$ cat src/rtl/vga_pkg.sv
// vga_pkg: shared raster timing constants and the index type for the VGA
// text path. The constants are the 640x480@60 defaults (800x525 total).
// The derived sync windows are half-open: [HS_START, HS_END) and
// [VS_START, VS_END). vga_idx_t is the 10-bit pixel/line index type used by
// this block and by every downstream stage.
`timescale 1ns/1ps
package vga_pkg;

  localparam int H_VISIBLE = 640;
  localparam int H_FRONT   = 16;
  localparam int H_SYNC    = 96;
  localparam int H_BACK    = 48;

  localparam int V_VISIBLE = 480;
  localparam int V_FRONT   = 10;
  localparam int V_SYNC    = 2;
  localparam int V_BACK    = 33;

  localparam int H_TOTAL  = H_VISIBLE + H_FRONT + H_SYNC + H_BACK;
  localparam int V_TOTAL  = V_VISIBLE + V_FRONT + V_SYNC + V_BACK;
  localparam int HS_START = H_VISIBLE + H_FRONT;
  localparam int HS_END   = HS_START + H_SYNC;
  localparam int VS_START = V_VISIBLE + V_FRONT;
  localparam int VS_END   = VS_START + V_SYNC;

  localparam int IDX_W = 10;
  typedef logic [IDX_W-1:0] vga_idx_t;

endpackage

$ cat src/rtl/vga_axis_counter.sv
// vga_axis_counter: one raster axis (pixels within a line, or lines within a
// frame). Steps once per clock while step is high and wraps TOTAL-1 -> 0.
// sync and visible are registered from the next count value, so they always
// describe the count shown in the same cycle.
// Ports:
//   clk25mhz  pixel clock
//   rst_n     asynchronous reset, active low
//   step      advance the counter this clock
//   count     current index, 0..TOTAL-1
//   sync      sync pulse, polarity set by ACTIVE_LOW
//   visible   count < VISIBLE
//   wrap      combinational: count is at TOTAL-1 (the next step wraps)
`timescale 1ns/1ps
module vga_axis_counter
  import vga_pkg::*;
#(
  parameter int VISIBLE    = 640,
  parameter int FRONT      = 16,
  parameter int SYNC       = 96,
  parameter int BACK       = 48,
  parameter bit ACTIVE_LOW = 1'b1
) (
  input  logic     clk25mhz,
  input  logic     rst_n,
  input  logic     step,
  output vga_idx_t count,
  output logic     sync,
  output logic     visible,
  output logic     wrap
);

  localparam int TOTAL   = VISIBLE + FRONT + SYNC + BACK;
  localparam int S_START = VISIBLE + FRONT;
  localparam int S_END   = S_START + SYNC;
  localparam vga_idx_t LAST = vga_idx_t'(TOTAL - 1);

  vga_idx_t count_nxt;
  logic     sync_nxt;
  logic     vis_nxt;

  // wrap is left combinational so the vertical axis can step on the same
  // edge where the horizontal axis rolls over.
  assign wrap = (count == LAST);

  always_comb begin
    count_nxt = wrap ? '0 : count + vga_idx_t'(1);
    // Window test done in int so S_END == 1024 still compares correctly.
    sync_nxt  = ((int'(count_nxt) >= S_START) && (int'(count_nxt) < S_END)) ^ ACTIVE_LOW;
    vis_nxt   = (int'(count_nxt) < VISIBLE);
  end

  always_ff @(posedge clk25mhz or negedge rst_n) begin
    if (!rst_n) begin
      count   <= '0;
      sync    <= ACTIVE_LOW;
      visible <= 1'b1;
    end else if (step) begin
      count   <= count_nxt;
      sync    <= sync_nxt;
      visible <= vis_nxt;
    end
  end

endmodule

$ cat src/rtl/vga_timing.sv
// vga_timing: free-running raster timing generator for the 25 MHz VGA text
// path. All status outputs are cycle-aligned with hindex/vindex.
// Ports:
//   clk25mhz     pixel clock
//   rst_n        asynchronous reset, active low
//   enable       count enable; when low all state holds
//   hindex       pixel counter, 0..H_TOTAL-1
//   vindex       line counter, 0..V_TOTAL-1
//   hsync/vsync  sync pulses, low during the pulse when SYNC_ACTIVE_LOW
//   visible      inside the active picture area
//   line_end     one-cycle strobe at hindex == H_TOTAL-1
//   frame_start  one-cycle strobe when the counters wrap to 0,0
//   blink        toggles every BLINK_FRAMES frames
`timescale 1ns/1ps
module vga_timing #(
  parameter int H_VISIBLE       = vga_pkg::H_VISIBLE,
  parameter int H_FRONT         = vga_pkg::H_FRONT,
  parameter int H_SYNC          = vga_pkg::H_SYNC,
  parameter int H_BACK          = vga_pkg::H_BACK,
  parameter int V_VISIBLE       = vga_pkg::V_VISIBLE,
  parameter int V_FRONT         = vga_pkg::V_FRONT,
  parameter int V_SYNC          = vga_pkg::V_SYNC,
  parameter int V_BACK          = vga_pkg::V_BACK,
  parameter bit SYNC_ACTIVE_LOW = 1'b1,
  parameter int BLINK_FRAMES    = 30
) (
  input  logic              clk25mhz,
  input  logic              rst_n,
  input  logic              enable,
  output vga_pkg::vga_idx_t hindex,
  output vga_pkg::vga_idx_t vindex,
  output logic              hsync,
  output logic              vsync,
  output logic              visible,
  output logic              line_end,
  output logic              frame_start,
  output logic              blink
);

  localparam int H_TOTAL = H_VISIBLE + H_FRONT + H_SYNC + H_BACK;
  localparam int V_TOTAL = V_VISIBLE + V_FRONT + V_SYNC + V_BACK;
  localparam int BLINK_W = (BLINK_FRAMES > 1) ? $clog2(BLINK_FRAMES) : 1;
  localparam logic [BLINK_W-1:0] BLINK_LAST = BLINK_W'(BLINK_FRAMES - 1);

  generate
    if (H_TOTAL > 1024 || V_TOTAL > 1024 || H_TOTAL < 2 || V_TOTAL < 1 || BLINK_FRAMES < 1) begin : g_bad_cfg
      $error("vga_timing: totals must be within 2..1024 (H) / 1..1024 (V) and BLINK_FRAMES >= 1");
    end
  endgenerate

  vga_pkg::vga_idx_t h_count;
  vga_pkg::vga_idx_t v_count;
  logic h_wrap, v_wrap;
  logic h_vis, v_vis;
  logic v_step;
  logic frame_wrap;
  logic [BLINK_W-1:0] frame_cnt;

  assign v_step     = enable & h_wrap;
  assign frame_wrap = enable & h_wrap & v_wrap;

  vga_axis_counter #(
    .VISIBLE(H_VISIBLE), .FRONT(H_FRONT), .SYNC(H_SYNC), .BACK(H_BACK),
    .ACTIVE_LOW(SYNC_ACTIVE_LOW)
  ) u_h (
    .clk25mhz(clk25mhz), .rst_n(rst_n), .step(enable),
    .count(h_count), .sync(hsync), .visible(h_vis), .wrap(h_wrap)
  );

  vga_axis_counter #(
    .VISIBLE(V_VISIBLE), .FRONT(V_FRONT), .SYNC(V_SYNC), .BACK(V_BACK),
    .ACTIVE_LOW(SYNC_ACTIVE_LOW)
  ) u_v (
    .clk25mhz(clk25mhz), .rst_n(rst_n), .step(v_step),
    .count(v_count), .sync(vsync), .visible(v_vis), .wrap(v_wrap)
  );

  assign hindex  = h_count;
  assign vindex  = v_count;
  assign visible = h_vis & v_vis;

  // Strobes look one count ahead so they land in the cycle that shows the
  // matching index; both are forced low while counting is paused.
  always_ff @(posedge clk25mhz or negedge rst_n) begin
    if (!rst_n) begin
      line_end    <= 1'b0;
      frame_start <= 1'b0;
      blink       <= 1'b0;
      frame_cnt   <= '0;
    end else begin
      line_end    <= enable && (int'(h_count) == H_TOTAL - 2);
      frame_start <= frame_wrap;
      if (frame_wrap) begin
        if (frame_cnt == BLINK_LAST) begin
          frame_cnt <= '0;
          blink     <= ~blink;
        end else begin
          frame_cnt <= frame_cnt + 1'b1;
        end
      end
    end
  end

endmodule

$ cat config.mk
export PLATFORM = sky130hd
export DESIGN_NAME = vga_timing
export DESIGN_NICKNAME = d
export VERILOG_FILES = /design/src/rtl/vga_pkg.sv /design/src/rtl/vga_axis_counter.sv /design/src/rtl/vga_timing.sv
export SDC_FILE = /design/constraint.sdc
export NUM_CORES = 1
export LEC_CHECK = 0
export BUFFER_PORTS_ARGS = -buffer_cell sky130_fd_sc_hd__buf_2
export CORE_AREA = 4 4 52 89
export DETAILED_ROUTE_END_ITERATION = 8
export DIE_AREA = 0 0 56 93
export PLACE_DENSITY = 0.71
export SYNTH_ARGS = -nofsm -noshare
export SYNTH_HDL_FRONTEND = slang
export SYNTH_SLANG_ARGS = --single-unit
$ cat constraint.sdc
create_clock -name clk25mhz -period 2.15 [get_ports clk25mhz]
set_input_delay 0.43 -clock clk25mhz [delete_from_list [all_inputs] [get_ports clk25mhz]]
set_output_delay 0.43 -clock clk25mhz [all_outputs]
set_load 0.03 [all_outputs]
---- Word-level counts from Yosys, hierarchy flattened ----
Index checks and enable logic that the tools add are counted.
operators by class
  add/sub/neg operators ................... 3
  $lt $le $gt $ge ......................... 6
  equality and inequality tests ........... 4
  multiplexer cells ....................... 3
  bitwise logic cells ..................... 6
  reductions and logical operators ........ 4
operators by type and width
  operator                                                             count
  adder 10 x 1 -> 10 bit (second input constant)                       2
  == test 10 bit (second input constant)                               2
  less-than comparator 10 bit (second input constant)                  2
  less-than comparator 10 x 9 -> 1 bit (second input constant)         2
  2-to-1 mux 10 bit                                                    2
  == test 10 x 9 -> 1 bit (second input constant)                      1
  greater-or-equal comparator 10 bit (second input constant)           1
  greater-or-equal comparator 10 x 9 -> 1 bit (second input constant)  1
  adder 5 x 1 -> 5 bit (second input constant)                         1
  == test 5 bit (second input constant)                                1
  2-to-1 mux 5 bit                                                     1
  AND 1 bit                                                            3
  logical AND 1 bit                                                    3
  NOT 1 bit                                                            3
  AND reduction 2 bit                                                  1
storage, ports and cells
  register bits ........................... 32
  output and inout port bits .............. 26

---- Longest topological paths before layout ----
  depth after elaboration ................. 5
  mapped depth ............................ 8

---- Hierarchy ----
Synthesis repeated with hierarchy kept, for this count alone.
unflattened totals
  cells, all modules ...................... 196
  area total of the unflattened synthesis .. 1,910.6 um^2
by module, submodules not included
  module                   instances  cells each  area each (um^2)  seq. area each (um^2)
  vga_axis_counter at u_h  1          81          804.5             302.8
  vga_axis_counter at u_v  1          75          711.9             302.8
  vga_timing               1          40          394.1             200.2

---- Least setup slack after synthesis ----
No wires, ideal clock.
  path kind ............................... reg2reg
  start point ............................. register u_h.count[0]
  end point ............................... register frame_cnt[3]
  data arrival time ....................... 1.951 ns
  data required time ...................... 2.076 ns
  setup slack ............................. 0.125 ns
  cell stages (with the launch flop) ...... 8
  clock period less this slack ............ 2.025 ns
  cells stage by stage .................... dfrtp_1 > ha_1 > nand4_1 > or3_1 > buf_2 > nor4_4 > a21oi_2 > o21ai_2
on the way
  longest elaborated chain between the ends .. 3
ends and longest elaborated chain
  what                    line                    text
  from (decl)             vga_axis_counter.sv:26  output vga_idx_t count,
  from (signal assigned)  vga_axis_counter.sv:58  count <= count_nxt;
  == test 10 bit          vga_axis_counter.sv:43  assign wrap = (count == LAST);
  AND 1 bit (2 in a row)  vga_timing.sv:60        assign frame_wrap = enable & h_wrap & v_wrap;
  to (signal assigned)    vga_timing.sv:98        frame_cnt <= frame_cnt + 1'b1;
  to (decl)               vga_timing.sv:57        logic [BLINK_W-1:0] frame_cnt;
No other way between the ends.
A chain may end at the register's enable or synchronous reset.

---- Final worst setup path ----
  start point ............................. register u_v.count[0]
  end point ............................... register u_v.sync
on the way
  longest elaborated chain between the ends .. 5
  elaborated cells between the ends (all ways) .. 7
ends and longest elaborated chain
  what                                                                                                        line                                            text
  from (decl)                                                                                                 vga_axis_counter.sv:26
  from (signal assigned)                                                                                      vga_axis_counter.sv:58
  adder 10 x 1 -> 10 bit / == test 10 bit (equally long branches)                                             vga_axis_counter.sv:46, vga_axis_counter.sv:43
  2-to-1 mux 10 bit *                                                                                         vga_axis_counter.sv:46                          count_nxt = wrap ? '0 : count + vga_idx_t'(1);
  greater-or-equal comparator 10 x 9 -> 1 bit / less-than comparator 10 x 9 -> 1 bit (equally long branches)  vga_axis_counter.sv:48                          sync_nxt = ((int'(count_nxt) >= S_START) && (int'(count_nxt) < S_END)) ^ ACTIVE_LOW;
  logical AND 1 bit *                                                                                         vga_axis_counter.sv:48
  NOT 1 bit (no source line) *                                                                                -
  to (signal assigned)                                                                                        vga_axis_counter.sv:59                          sync <= sync_nxt;
  to (decl)                                                                                                   vga_axis_counter.sv:27                          output logic sync,
Mark *: on every way between the ends. The rest lies on a longest branch, timed or not.

==> results.toml <==
[sta]
max_freq_ghz = 0.506
fin_crit_sh_pct = 92.0
skew_ns = 0.00775
post-route-min-period_ns = 1.98
timing.final.hold_violations = 0
slew_headroom_pct = 52.0
worstMarginPinSlew_ns = 0.719
setup_viol = 0
tns_ns = 0
slew_viol_final = 0
setup_ws_ns = 0.172

[run_status]
status = "finished clean"

[global_routing]
overflow = 0
grt_pass1_wl_um = 7320
grt_usage_pct = 17.8
grt_pass1_vias = 1612
grt_max_degree = 33
grt_antenna_before_repair = 0

[clock_tree]
postCtsSetupBuffers = 0
clk_path_buf_depth = 2
cts_buffers = 5
clk_pin_slew_ns = 0.07
clock_sinks = 32
insertion_delay_ns = 0.29
cts-root-buf = "clkbuf_8"
cts_tree = "done"
cts_max_level = 2

[placed_design]
hpwl_um = 3240
io_buffer_count = 28
dp_slack_ns = 0.150
place.gp.congestion = 0.817
placed_area_sq_um = 2150

[worst_setup_path]
path_class = "reg -> reg"
r2r_slack_ns = 0.17
worstPathArrival_ns = 2.17
critPathRequiredTime_ns = 2.34
path_cells = "inv_1 > ha_1 > nand4_1 > or4_1 > nand2_1 > nor2_1 > a41oi_1"
crit_buf_inv = 1
max_stage_delay_ns = 0.66
cp-end-kind = "register"
cpLargestDelayFamily = "simple AND/OR/NAND/NOR gates"
critPathSlowestCell = "or4_1"
crit_fanout = 7
start_kind = "register"

[yosys]
yosysWarnings = 0
synthArstFlopShare_pct = 100
ys_seq_elements = 32
yosysSeqAreaShare_pct = 42.9
yosysUniqueCellTypes = 42
synth.cell_area_sq_um = 1880
synth_area_per_cell_sq_um = 8.99
syn_nets = 218
synth_cells = 209
ys.flop_type = "dfrtp_1"
synth-edff-count = 0

[power_and_ir_drop]
total_power_mw = 1.80
power-per-cell-area_nw_per_um2 = 802
power_leakage_nw = 0.974
ir_drop_mv = 0.735

[detailed_routing]
wl_per_cell_um = 14.9
firstDrtPassIters = 4
via_per_inst = 5.66
vias = 1692
drt-initial-drc-count = 73
drt-total-wl_um = 4450
ant_nets = 0
drc = 0

[cells_and_area]
fin_nets = 259
area_growth_pct = 19.5
layout-drive-gt1-share_pct = 26.3
insertedDiodeCount = 0
n_fill_cell = 391
final_util_pct = 57.5
final_area_sq_um = 2250

[floorplanning]
pin_count = 29
start_util_pct = 48.1
die_w_um = 56
die_h_um = 93
core_sq_um = 3900
rows = 30
die_area_sq_um = 5210

[worst_hold_path]
hp-class = "in -> async"

[job]
cap_violations = 0
[layout make-up]
| type | count | area (sq um) | area share, % |
|---|---|---|---|
| Multi-Input combinational cell | 158 | 988 | 44.0 |
| Sequential cell | 32 | 806 | 35.9 |
| Timing Repair Buffer | 46 | 275 | 12.3 |
| Clock buffer | 8 | 90.1 | 4.01 |
| Tap cell | 48 | 60.1 | 2.67 |
| Inverter | 7 | 26.3 | 1.17 |
[cells by family (layout without fill, tap and decap cells)]
family	Yosys count	count (layout)	synth area share [%]
simple gates	94	94	27.0
compound gates	46	46	15.6
flops	32	32	42.9
buf+inv	19	61	4.86
xor+xnor	11	11	5.13
fa+ha+maj	6	6	3.99
mux	1	1	0.533
[path summary, 6_finish.rpt]
| kind | cells after the start | end | start |
|---|---|---|---|
| min | 1 | frame_cnt[2] | rst_n |
| min reg2reg | 1 | blink | blink |
| max | 7 | u_v.sync | u_v.count[0] |
| max in group asynchronous | 1 | u_h.count[9] | rst_n |
| max reg2reg | 7 | u_v.sync | u_v.count[0] |
| min in group clk25mhz | 1 | blink | blink |
[power breakdown]
group	internal [mW]	total, mW	switching (mW)
registers	0.667	0.720	0.0529
logic	0.215	0.601	0.386
clock network	0.261	0.480	0.219
[metal layers]
metal  vias up  track usage (%)  share of wire [%]
li1        833                -                  -
met1       815             19.0                 38
met2        35             32.4                 55
met3         9             3.59                3.8
met4         0             9.11                2.5
met5         -                0                  0
[Yosys cell counts (all sizes together), types with 3 or more instances]
library cell / count / area, sq um
a31oi: 3 / 18.8
dfrtp: 28 / 701
nand2b: 3 / 18.8
xnor2: 8 / 70.1
nor2: 17 / 63.8
or3: 6 / 37.5
nand3: 8 / 40.0
dfstp: 4 / 105
a21oi: 7 / 38.8
xor2: 3 / 26.3
ha: 6 / 75.1
nor3: 4 / 20.0
inv: 7 / 26.3
nand4: 10 / 62.6
o31ai: 5 / 37.5
nand2: 30 / 113
nor4: 6 / 58.8
buf: 11 / 61.3
o21ai: 22 / 114
[metrics by stage]
stage | instances | hold WS [ns]
2_1_floorplan | 209 | 0.134
3_3_place_gp | 291 | 0.456
3_5_place_dp | 291 | 0.467
4_1_cts | 299 | 0.227
5_1_grt | 299 | 0.251
6_report | 299 | 0.201
[state kept, by name, summed over array words and instances, names as in the netlist]
signal / cells
u_v.visible: 1
u_v.count: 10
frame_cnt: 5
u_h.count: 10
blink: 1
u_h.visible: 1
frame_start: 1
u_h.sync: 1
u_v.sync: 1
line_end: 1
[cell usage in the layout (no fill, tap or decap), drive strengths merged, types with 4 or more instances in the layout]
master and instances:
buf 46, nand2 30, dfrtp 28, o21ai 22, nor2 17, nand4 10
nand3 8, xnor2 8, clkbuf 8, inv 7, a21oi 7, or3 6
ha 6, nor4 6, o31ai 5, nor3 4, dfstp 4
[timing repair]
item | in CTS | in global routing
hold buffers | 0 | 0
endpoints found under the setup margin | 0 | 1
gates resized for setup | 0 | 1
No activity file was read; power rests on OpenSTA's default activity.
